--- src/rtl/debounce_botoes_multicanal_if.sv ---
// Button bundle between the board pins and the consumers of debounced events.
// Signals:
//   entrada_raw   raw button pins, asynchronous to the system clock
//   estado        debounced level per channel, 1 = pressed
//   borda_press   one-cycle pulse when a channel becomes pressed
//   borda_release one-cycle pulse when a channel becomes released
//   repeticao     one-cycle auto-repeat pulse while a channel is held
//   qualquer      registered OR of press and repeat pulses over all channels
// Modports:
//   master  drives the pins and consumes the debounced events
//   slave   the debouncer itself
interface debounce_botoes_multicanal_if #(
    parameter int N_BOTOES = 4
);
    logic [N_BOTOES-1:0] entrada_raw;
    logic [N_BOTOES-1:0] estado;
    logic [N_BOTOES-1:0] borda_press;
    logic [N_BOTOES-1:0] borda_release;
    logic [N_BOTOES-1:0] repeticao;
    logic                qualquer;

    modport master (
        output entrada_raw,
        input  estado,
        input  borda_press,
        input  borda_release,
        input  repeticao,
        input  qualquer
    );

    modport slave (
        input  entrada_raw,
        output estado,
        output borda_press,
        output borda_release,
        output repeticao,
        output qualquer
    );
endinterface

--- src/rtl/debounce_botoes_multicanal.sv ---
// Multi-channel push-button conditioner. Each channel is synchronised with two
// flip-flops, debounced with a disagreement counter, turned into press/release
// pulses and, optionally, auto-repeat pulses while the button stays held.
// Ports:
//   CLOCK  system clock, all state on the rising edge
//   RESET  asynchronous active-low reset
//   bus    slave side of debounce_botoes_multicanal_if (pins in, events out)
module debounce_botoes_multicanal #(
    parameter int N_BOTOES        = 4,
    parameter int ATIVO_BAIXO     = 1,
    parameter int DEBOUNCE_CICLOS = 16,
    parameter int REPEAT_ATRASO   = 0,
    parameter int REPEAT_PERIODO  = 8
) (
    input  logic                           CLOCK,
    input  logic                           RESET,
    debounce_botoes_multicanal_if.slave    bus
);

    // Counter widths; a parameter of 1 still gets a 1-bit counter.
    localparam int CW   = (DEBOUNCE_CICLOS > 1) ? $clog2(DEBOUNCE_CICLOS) : 1;
    localparam int RMAX = (REPEAT_ATRASO > REPEAT_PERIODO) ? REPEAT_ATRASO : REPEAT_PERIODO;
    localparam int RW   = (RMAX > 1) ? $clog2(RMAX) : 1;

    localparam logic [CW-1:0] CNT_MAX     = CW'(DEBOUNCE_CICLOS - 1);
    localparam logic [CW-1:0] CNT_UM      = CW'(1);
    localparam logic [RW-1:0] ATRASO_MAX  = RW'((REPEAT_ATRASO > 0) ? (REPEAT_ATRASO - 1) : 0);
    localparam logic [RW-1:0] PERIODO_MAX = RW'((REPEAT_PERIODO > 0) ? (REPEAT_PERIODO - 1) : 0);
    localparam logic [RW-1:0] RCNT_UM     = RW'(1);
    localparam logic          REP_EN      = (REPEAT_ATRASO > 0);

    typedef enum logic [1:0] {
        OCIOSO    = 2'd0,
        ATRASO    = 2'd1,
        PERIODICO = 2'd2
    } rep_estado_t;

    logic [N_BOTOES-1:0] pol_s;
    logic [N_BOTOES-1:0] sync1_r;
    logic [N_BOTOES-1:0] sync2_r;
    logic [N_BOTOES-1:0] estado_v_s;
    logic [N_BOTOES-1:0] press_v_s;
    logic [N_BOTOES-1:0] release_v_s;
    logic [N_BOTOES-1:0] rep_v_s;
    logic                qualquer_r;

    // Normalise polarity so that 1 always means pressed from here on.
    always_comb begin
        if (ATIVO_BAIXO != 0) begin
            pol_s = ~bus.entrada_raw;
        end else begin
            pol_s = bus.entrada_raw;
        end
    end

    // Two-stage synchroniser; only sync2_r is used by the channel logic.
    always_ff @(posedge CLOCK or negedge RESET) begin
        if (!RESET) begin
            sync1_r <= '0;
            sync2_r <= '0;
        end else begin
            sync1_r <= pol_s;
            sync2_r <= sync1_r;
        end
    end

    for (genvar g = 0; g < N_BOTOES; g++) begin : g_canal
        logic [CW-1:0] cnt_r;
        logic [CW-1:0] cnt_nxt_s;
        logic          aceita_s;
        logic          press_acc_s;
        logic          rel_acc_s;
        logic          estado_r;
        logic          press_r;
        logic          release_r;
        logic          rep_r;
        rep_estado_t   rstate_r;
        rep_estado_t   rstate_nxt_s;
        logic [RW-1:0] rcnt_r;
        logic [RW-1:0] rcnt_nxt_s;
        logic          rep_pulse_s;

        // Disagreement counter: a new level is accepted only after it has been
        // seen on DEBOUNCE_CICLOS consecutive edges; any agreement restarts it.
        always_comb begin
            aceita_s  = 1'b0;
            cnt_nxt_s = cnt_r;
            if (sync2_r[g] == estado_r) begin
                cnt_nxt_s = '0;
            end else if (cnt_r == CNT_MAX) begin
                aceita_s  = 1'b1;
                cnt_nxt_s = '0;
            end else begin
                cnt_nxt_s = cnt_r + CNT_UM;
            end
        end

        assign press_acc_s = aceita_s & sync2_r[g];
        assign rel_acc_s   = aceita_s & ~sync2_r[g];

        // Debounced level, counter and the edge pulses, all updated on the accepting edge.
        always_ff @(posedge CLOCK or negedge RESET) begin
            if (!RESET) begin
                cnt_r     <= '0;
                estado_r  <= 1'b0;
                press_r   <= 1'b0;
                release_r <= 1'b0;
            end else begin
                cnt_r     <= cnt_nxt_s;
                estado_r  <= aceita_s ? sync2_r[g] : estado_r;
                press_r   <= press_acc_s;
                release_r <= rel_acc_s;
            end
        end

        // Auto-repeat state and hold counter register.
        always_ff @(posedge CLOCK or negedge RESET) begin
            if (!RESET) begin
                rstate_r <= OCIOSO;
                rcnt_r   <= '0;
                rep_r    <= 1'b0;
            end else begin
                rstate_r <= rstate_nxt_s;
                rcnt_r   <= rcnt_nxt_s;
                rep_r    <= rep_pulse_s;
            end
        end

        // Auto-repeat next state; an accepted release always wins.
        always_comb begin
            rstate_nxt_s = rstate_r;
            case (rstate_r)
                OCIOSO: begin
                    if (press_acc_s && REP_EN) begin
                        rstate_nxt_s = ATRASO;
                    end else begin
                        rstate_nxt_s = OCIOSO;
                    end
                end
                ATRASO: begin
                    if (rel_acc_s) begin
                        rstate_nxt_s = OCIOSO;
                    end else if (rcnt_r == ATRASO_MAX) begin
                        rstate_nxt_s = PERIODICO;
                    end else begin
                        rstate_nxt_s = ATRASO;
                    end
                end
                PERIODICO: begin
                    if (rel_acc_s) begin
                        rstate_nxt_s = OCIOSO;
                    end else begin
                        rstate_nxt_s = PERIODICO;
                    end
                end
                default: begin
                    rstate_nxt_s = OCIOSO;
                end
            endcase
        end

        // Auto-repeat outputs: hold counter update and the repeat pulse request.
        // The counter clears on every pulse so it never wraps.
        always_comb begin
            rep_pulse_s = 1'b0;
            rcnt_nxt_s  = '0;
            case (rstate_r)
                OCIOSO: begin
                    rcnt_nxt_s = '0;
                end
                ATRASO: begin
                    if (rel_acc_s) begin
                        rcnt_nxt_s = '0;
                    end else if (rcnt_r == ATRASO_MAX) begin
                        rep_pulse_s = 1'b1;
                        rcnt_nxt_s  = '0;
                    end else begin
                        rcnt_nxt_s = rcnt_r + RCNT_UM;
                    end
                end
                PERIODICO: begin
                    if (rel_acc_s) begin
                        rcnt_nxt_s = '0;
                    end else if (rcnt_r == PERIODO_MAX) begin
                        rep_pulse_s = 1'b1;
                        rcnt_nxt_s  = '0;
                    end else begin
                        rcnt_nxt_s = rcnt_r + RCNT_UM;
                    end
                end
                default: begin
                    rep_pulse_s = 1'b0;
                    rcnt_nxt_s  = '0;
                end
            endcase
        end

        assign estado_v_s[g]  = estado_r;
        assign press_v_s[g]   = press_r;
        assign release_v_s[g] = release_r;
        assign rep_v_s[g]     = rep_r;
    end

    // Summary pulse, one cycle behind the press/repeat pulses it covers.
    always_ff @(posedge CLOCK or negedge RESET) begin
        if (!RESET) begin
            qualquer_r <= 1'b0;
        end else begin
            qualquer_r <= |(press_v_s | rep_v_s);
        end
    end

    assign bus.estado        = estado_v_s;
    assign bus.borda_press   = press_v_s;
    assign bus.borda_release = release_v_s;
    assign bus.repeticao     = rep_v_s;
    assign bus.qualquer      = qualquer_r;

endmodule
--- src/flat_wrapper.sv ---
// flat-port wrapper written by rule: the top's interface ports become plain ports
module debounce_botoes_multicanal_flat 
#(
    parameter int N_BOTOES        = 4,
    parameter int ATIVO_BAIXO     = 1,
    parameter int DEBOUNCE_CICLOS = 16,
    parameter int REPEAT_ATRASO   = 0,
    parameter int REPEAT_PERIODO  = 8
)
  (CLOCK, RESET, bus_entrada_raw, bus_estado, bus_borda_press, bus_borda_release, bus_repeticao, bus_qualquer);
  debounce_botoes_multicanal_if #(.N_BOTOES(N_BOTOES)) bus_i ();
  input  logic CLOCK;
  input  logic RESET;
  input wire logic [$bits(bus_i.entrada_raw)-1:0] bus_entrada_raw;
  output wire logic [$bits(bus_i.estado)-1:0] bus_estado;
  output wire logic [$bits(bus_i.borda_press)-1:0] bus_borda_press;
  output wire logic [$bits(bus_i.borda_release)-1:0] bus_borda_release;
  output wire logic [$bits(bus_i.repeticao)-1:0] bus_repeticao;
  output wire logic [$bits(bus_i.qualquer)-1:0] bus_qualquer;
  assign bus_i.entrada_raw = bus_entrada_raw;
  assign bus_estado = bus_i.estado;
  assign bus_borda_press = bus_i.borda_press;
  assign bus_borda_release = bus_i.borda_release;
  assign bus_repeticao = bus_i.repeticao;
  assign bus_qualquer = bus_i.qualquer;
  debounce_botoes_multicanal #(.N_BOTOES(N_BOTOES), .ATIVO_BAIXO(ATIVO_BAIXO), .DEBOUNCE_CICLOS(DEBOUNCE_CICLOS), .REPEAT_ATRASO(REPEAT_ATRASO), .REPEAT_PERIODO(REPEAT_PERIODO)) u_core (.CLOCK(CLOCK), .RESET(RESET), .bus(bus_i));
endmodule
--- config.mk ---
export PLATFORM = sky130hd
export DESIGN_NAME = debounce_botoes_multicanal_flat
export DESIGN_NICKNAME = d
export VERILOG_FILES = /design/src/rtl/debounce_botoes_multicanal_if.sv /design/src/rtl/debounce_botoes_multicanal.sv /design/src/flat_wrapper.sv
export SDC_FILE = /design/constraint.sdc
export NUM_CORES = 1
export LEC_CHECK = 0
export CAP_MARGIN = 10
export CORE_ASPECT_RATIO = 0.7
export CORE_MARGIN = 2
export CORE_UTILIZATION = 54
export CTS_BUF_LIST = sky130_fd_sc_hd__clkbuf_8
export DETAILED_ROUTE_END_ITERATION = 12
export PLACE_DENSITY_LB_ADDON = 0.1
export SYNTH_ARGS = -nofsm -noshare
export SYNTH_HDL_FRONTEND = slang
export SYNTH_SLANG_ARGS = --single-unit
--- constraint.sdc ---
create_clock -name CLOCK -period 1.18 [get_ports CLOCK]
set_input_delay 0.236 -clock CLOCK [delete_from_list [all_inputs] [get_ports CLOCK]]
set_output_delay 0.236 -clock CLOCK [all_outputs]
set_load 0.02 [all_outputs]
==> qor.yml, run 1 <==
status: "finished with violations"
violations: "negative setup slack"
wl_mm: 5.01
wire_per_inst_microns: 13.7
grt_max_degree: 62
rrSetupSlack_ns: -0.06
drive_above_1_share_pct: 41.3
slew_viol_final: 0
tightest_slew_ns: 0.384
synth.distinct_cells: 24
fill_cells: 390
place_inst: 340
period_needed_ns: 1.24
gp_congestion: 0.806
synth_edf_count: 0
dr.first_iter.drc_count: 81
synthCells: 241
clk_latency_ns: 0.33
finalHoldViolations: 0
final.setup.worst_slack_ns: -0.0633
avgViaCountPerCell: 4.86
finalNonFillerCells: 365
yosys.cell_count.top_type: "dfrtp_1"
p_leak_nw: 1.61
vias: 1775
yosys_warnings: 0
rows: 22
fp.dieArea_sq_um: 5860
synth_commonest_cells: "dfrtp_1 (61), inv_1 (33), ha_1 (24), a21oi_1 (16), buf_4 (16)"
grt_pass1_wl_mm: 8.36
peakVddDrop_v: 0.000968
cts_tree: "yes"
path_class: "register to register"
setup_tns_ns: -0.0705
syn2layout_area_growth_pct: 28.5
port_buffers: 22
rsz0062_at_grt: "yes"
cp-end-kind: "register"
power_density_nw_per_um2: 1150
die_w_microns: 90.6
antenna_found_initial: 0
ant_nets: 0
synth_seq_area_share_pct: 53.8
cts_buffers: 9
relSlewSlack_pct: 74.2
post-route-period-util_pct: 105
maxCapViolations: 0
cp.required_ns: 1.41
skew_ns: 0.00552
clk_pin_slew_ns: 0.06
yosysTopAreaCellShare_pct: 53.8
start_util_pct: 55.1
synth_top_area_cell: "dfrtp_1"
synth_seq_cells: 61
synth_area_leaders: "dfrtp_1 (54%), ha_1 (11%), inv_1 (4.4%)"
grt_pass1_vias: 1841
n_antenna_cell: 0
dp_hpwl_mm: 3.04
finalPower_mw: 4.19
placed_area_sq_um: 3200
overflow: 0
drt-pass1-iter-count: 4
drc: 0
finalSetupViolations: 3
synth.net_count: 271
ys.flop_type: "dfrtp_1"
crit_fanout: 3
root_buffer: "clkbuf_8"
clk_path_buf_depth: 2
die_h_microns: 64.6
hold_class: "register to register"
max_freq_ghz: 0.804
design_area_sq_um: 3640
cts.sinks: 61
nets: 318
grtUsageTotal_pct: 18.7
core-area_sq_um: 5150
netlist_area_sq_um: 2840
cp.arrival_ns: 1.48
post-place-ws_ns: -0.0867
synth-async-reset-ratio_pct: 100
critPathLaunchType: "register"
ioPinCount: 23
cts_max_level: 3
postSynthAreaPerCell_sq_um: 11.8
-- cells by family after synthesis --
logic type,count (synthesis),share of synthesized area [%]
compound gates,36,9.75
xor+xnor,8,2.47
fa+ha+maj,24,10.6
buf+inv,49,8.60
flops,61,53.8
mux,4,2.12
simple gates,59,12.7
-- worst paths after layout --
kind / startpoint / to / cells past startpoint
max in group asynchronous: RESET / u_core.g_canal[2].rcnt_r[0] / 3
hold reg to reg: u_core.sync1_r[1] / u_core.sync2_r[1] / 0
setup reg to reg: u_core.g_canal[0].rcnt_r[0] / u_core.g_canal[0].rcnt_r[0] / 4
min in group asynchronous: RESET / u_core.g_canal[2].cnt_r[0] / 3
setup / recovery: u_core.g_canal[0].rcnt_r[0] / u_core.g_canal[0].rcnt_r[0] / 4
hold / removal: u_core.sync1_r[1] / u_core.sync2_r[1] / 0
-- metrics by stage --
step                      hold WS [ns]  utilization (%)
after CTS                        0.350             66.2
after detailed placement         0.278             62.1
final                            0.346             70.8
after floorplan                -0.0596                -
after global placement           0.269             62.1
after global routing             0.358             70.8
-- routing by layer --
layer,track usage [%],share of wire [%],vias up
met1,24.0,46,870
li1,-,-,883
met2,28.7,50,16
met5,0,0,-
met3,8.26,2.9,6
met4,5.77,0.94,0
-- power breakdown --
part / internal [mW] / switching (mW) / total [mW] / leakage (nW)
sequential: 2.14 / 0.0439 / 2.18 / 0.824
clock: 1.01 / 0.758 / 1.77 / 0.107
combinational: 0.127 / 0.112 / 0.239 / 0.675
-- critical path, stage by stage, from the launching register on --
cell	delay, ns
dfrtp_1	0.42
ha_2	0.22
ha_4	0.16
nand2b_4	0.14
a211oi_2	0.21
-- layout by cell type (no fill, tap or decap), drive strengths merged --
master and count:
bufinv 1, a311oi 2, xnor2 8, o21ai 6, nand2 8, clkbuf 10, nor4 2, nor2b 4
nand2b 8, a211oi 5, buf 47, dlygate4sd3 1, clkdlybuf4s50 4, clkinv 4, dfrtp 61, a21oi 16
nor3 3, nor2 13, ha 24, nand4b 4, o21bai 4, nand3b 4, inv 34, mux2 4
a2bb2oi 3, nor3b 9, nand3 4
-- repair_timing --
| action | CTS | global route |
|---|---|---|
| pin swaps | 11 | 22 |
| buffers inserted | 4 | 5 |
| setup endpoints to repair | 31 | 34 |
| endpoints found under the hold margin | 61 | 0 |
| hold buffers | 1 | 0 |
| gates resized for setup | 84 | 41 |
-- flip-flops by register name, indices dropped and copies added (netlist names) --
name                      count
u_core.bus.qualquer           1
u_core.g_canal.release_r      4
u_core.g_canal.estado_r       4
u_core.g_canal.rep_r          4
u_core.g_canal.cnt_r         16
u_core.g_canal.press_r        4
u_core.sync2_r                4
u_core.g_canal.rcnt_r        12
u_core.sync1_r                4
u_core.g_canal.rstate_r       8
-- layout make-up --
type	instances	area (sq um)	share of cell area [%]
clock buffers	10	138	3.78
clock inverters	6	53.8	1.48
inverters	33	124	3.40
multi-input cells	131	1340	36.7
flip-flops and latches	61	1530	41.9
well taps	72	90.1	2.47
repair buffers	52	374	10.3
(Power assumes the default switching activity.)
==> run 2: changes to the inputs <==
GPL_TIMING_DRIVEN = 0   (was unset)
==> run 2 against run 1 <==
Effect of this change:
- via count grew 0.96%
- clock-buffer cell count rose by 1
- worst hold slack better by 0.0039 ns
- sequential share of layout area fell by 0.77 points
- the flow still finishes with violations (negative setup slack)
==> qor.yml, run 2 (same netlist as run 1, synthesis figures left out) <==
peakVddDrop_v: 0.000872
wire_per_inst_microns: 13.4
critPathLaunchType: "register"
clk_path_buf_depth: 2
post-route-period-util_pct: 102
drt-pass1-iter-count: 4
largest_register_ffs: 16
tightest_slew_ns: 0.506
finalSetupViolations: 3
regMostFlops: "u_core.g_canal.cnt_r"
skew_ns: 0.00704
grtUsageTotal_pct: 18.6
grt_pass1_vias: 1838
max_freq_ghz: 0.833
violations: "negative setup slack"
fill_cells: 367
ant_nets: 0
cts_buffers: 9
maxCapViolations: 0
final.setup.worst_slack_ns: -0.0207
cts_tree: "yes"
n_antenna_cell: 0
largest_registers: "u_core.g_canal.cnt_r: 16 flops, u_core.g_canal.rcnt_r: 12 flops, u_core.g_canal.rstate_r: 8 flops"
dp_hpwl_mm: 2.97
period_needed_ns: 1.20
port_buffers: 22
path_class: "register to output pin"
root_buffer: "clkbuf_8"
start_util_pct: 55.1
avgViaCountPerCell: 5.01
die_w_microns: 90.6
wl_mm: 4.79
final_common_cell: "dfrtp_1"
nets: 312
crit_path_frequent_cell: "buf_6"
rows: 22
drc: 0
worstPathCellList: "buf_6 -> buf_6"
vias: 1792
antenna_found_initial: 0
slew_viol_final: 0
core-area_sq_um: 5150
slowest_delay_ns: 0.39
ioPinCount: 23
cp.arrival_ns: 0.96
crit_slowest_cell: "dfrtp_1"
status: "finished with violations"
syn2layout_area_growth_pct: 31.0
cts_max_level: 3
grt_max_degree: 41
power_density_nw_per_um2: 1140
design_area_sq_um: 3720
rsz0062_at_grt: "yes"
overflow: 0
relSlewSlack_pct: 66.3
hold_class: "register to register"
dr.first_iter.drc_count: 52
die_h_microns: 64.6
setup_tns_ns: -0.0476
finalHoldViolations: 0
mostFrequentLayoutCells: "dfrtp_1 (60), inv_1 (29), buf_6 (19), buf_4 (19), nor2_1 (13)"
placed_area_sq_um: 3170
clk_latency_ns: 0.34
clk_pin_slew_ns: 0.06
gp_congestion: 0.838
cts.sinks: 61
cp.required_ns: 0.94
drive_above_1_share_pct: 40.2
fp.dieArea_sq_um: 5860
path_delay_family: "flip-flops"
p_leak_nw: 1.57
grt_pass1_wl_mm: 8.28
crit_fanout: 2
cp_num_buf_inv: 2
cp-end-kind: "output pin"
[run 2: layout make-up]
cell class | count | area (sq um) | share of cell area (%)
Tap cell | 72 | 90.1 | 2.42
Clock buffer | 11 | 151 | 4.07
Multi-Input combinational cell | 131 | 1340 | 36.0
Sequential cell | 61 | 1530 | 41.1
Inverter | 33 | 124 | 3.33
Timing Repair Buffer | 43 | 403 | 10.8
Buffer | 3 | 33.8 | 0.909
Clock inverter | 4 | 47.5 | 1.28
[run 2: what timing repair did]
action                                 4_1_cts  5_1_grt
hold buffers                                 1        0
resized for setup                          127       32
pin swaps                                   11       25
setup endpoints to repair                   45       34
buffers inserted                            11        8
gates cloned                                 0        0
endpoints found under the hold margin       21        0
[run 2: per-stage QoR]
| stage | hold WS [ns] | cells | worst slack, ns | utilization (%) | total power [mW] |
|---|---|---|---|---|---|
| final | 0.350 | 358 | -0.0207 | 72.2 | 4.23 |
| after global routing | 0.367 | 358 | -0.0790 | 72.2 | 4.43 |
| after CTS | 0.354 | 350 | -0.0371 | 68.0 | 4.25 |
| after detailed placement | 0.238 | 336 | -0.211 | 61.5 | 2.37 |
| after global placement | 0.332 | 335 | -2.07 | 61.2 | 2.37 |
| after floorplan | -0.0596 | 241 | 0.00512 | - | 2.29 |
[run 2: routing by layer]
metal | track usage [%] | routed length (microns) | up-vias
met1 | 22.5 | 2170 | 899
li1 | - | - | 863
met4 | 5.77 | 62 | 0
met5 | 0 | 0 | -
met3 | 8.37 | 167 | 9
met2 | 30.1 | 2390 | 21
[run 2: path summary, 6_finish.rpt]
check	end	slack [ns]	cells after the start	startpoint
min reg2reg	u_core.sync2_r[2]	0.35	0	u_core.sync1_r[2]
max in group asynchronous	u_core.sync2_r[3]	0.20	3	RESET
min	u_core.sync2_r[2]	0.35	0	u_core.sync1_r[2]
max reg2reg	u_core.g_canal[1].rcnt_r[1]	0	4	u_core.g_canal[1].rcnt_r[0]
min in group asynchronous	u_core.g_canal[2].rcnt_r[0]	0.40	2	RESET
max	bus_repeticao[1]	-0.02	2	u_core.g_canal[1].rep_r
[run 2: report_power, final]
part           switching [mW]  internal [mW]
Combinational          0.0963          0.105
Sequential             0.0561           2.14
Clock                   0.761           1.07
Total                   0.913           3.31
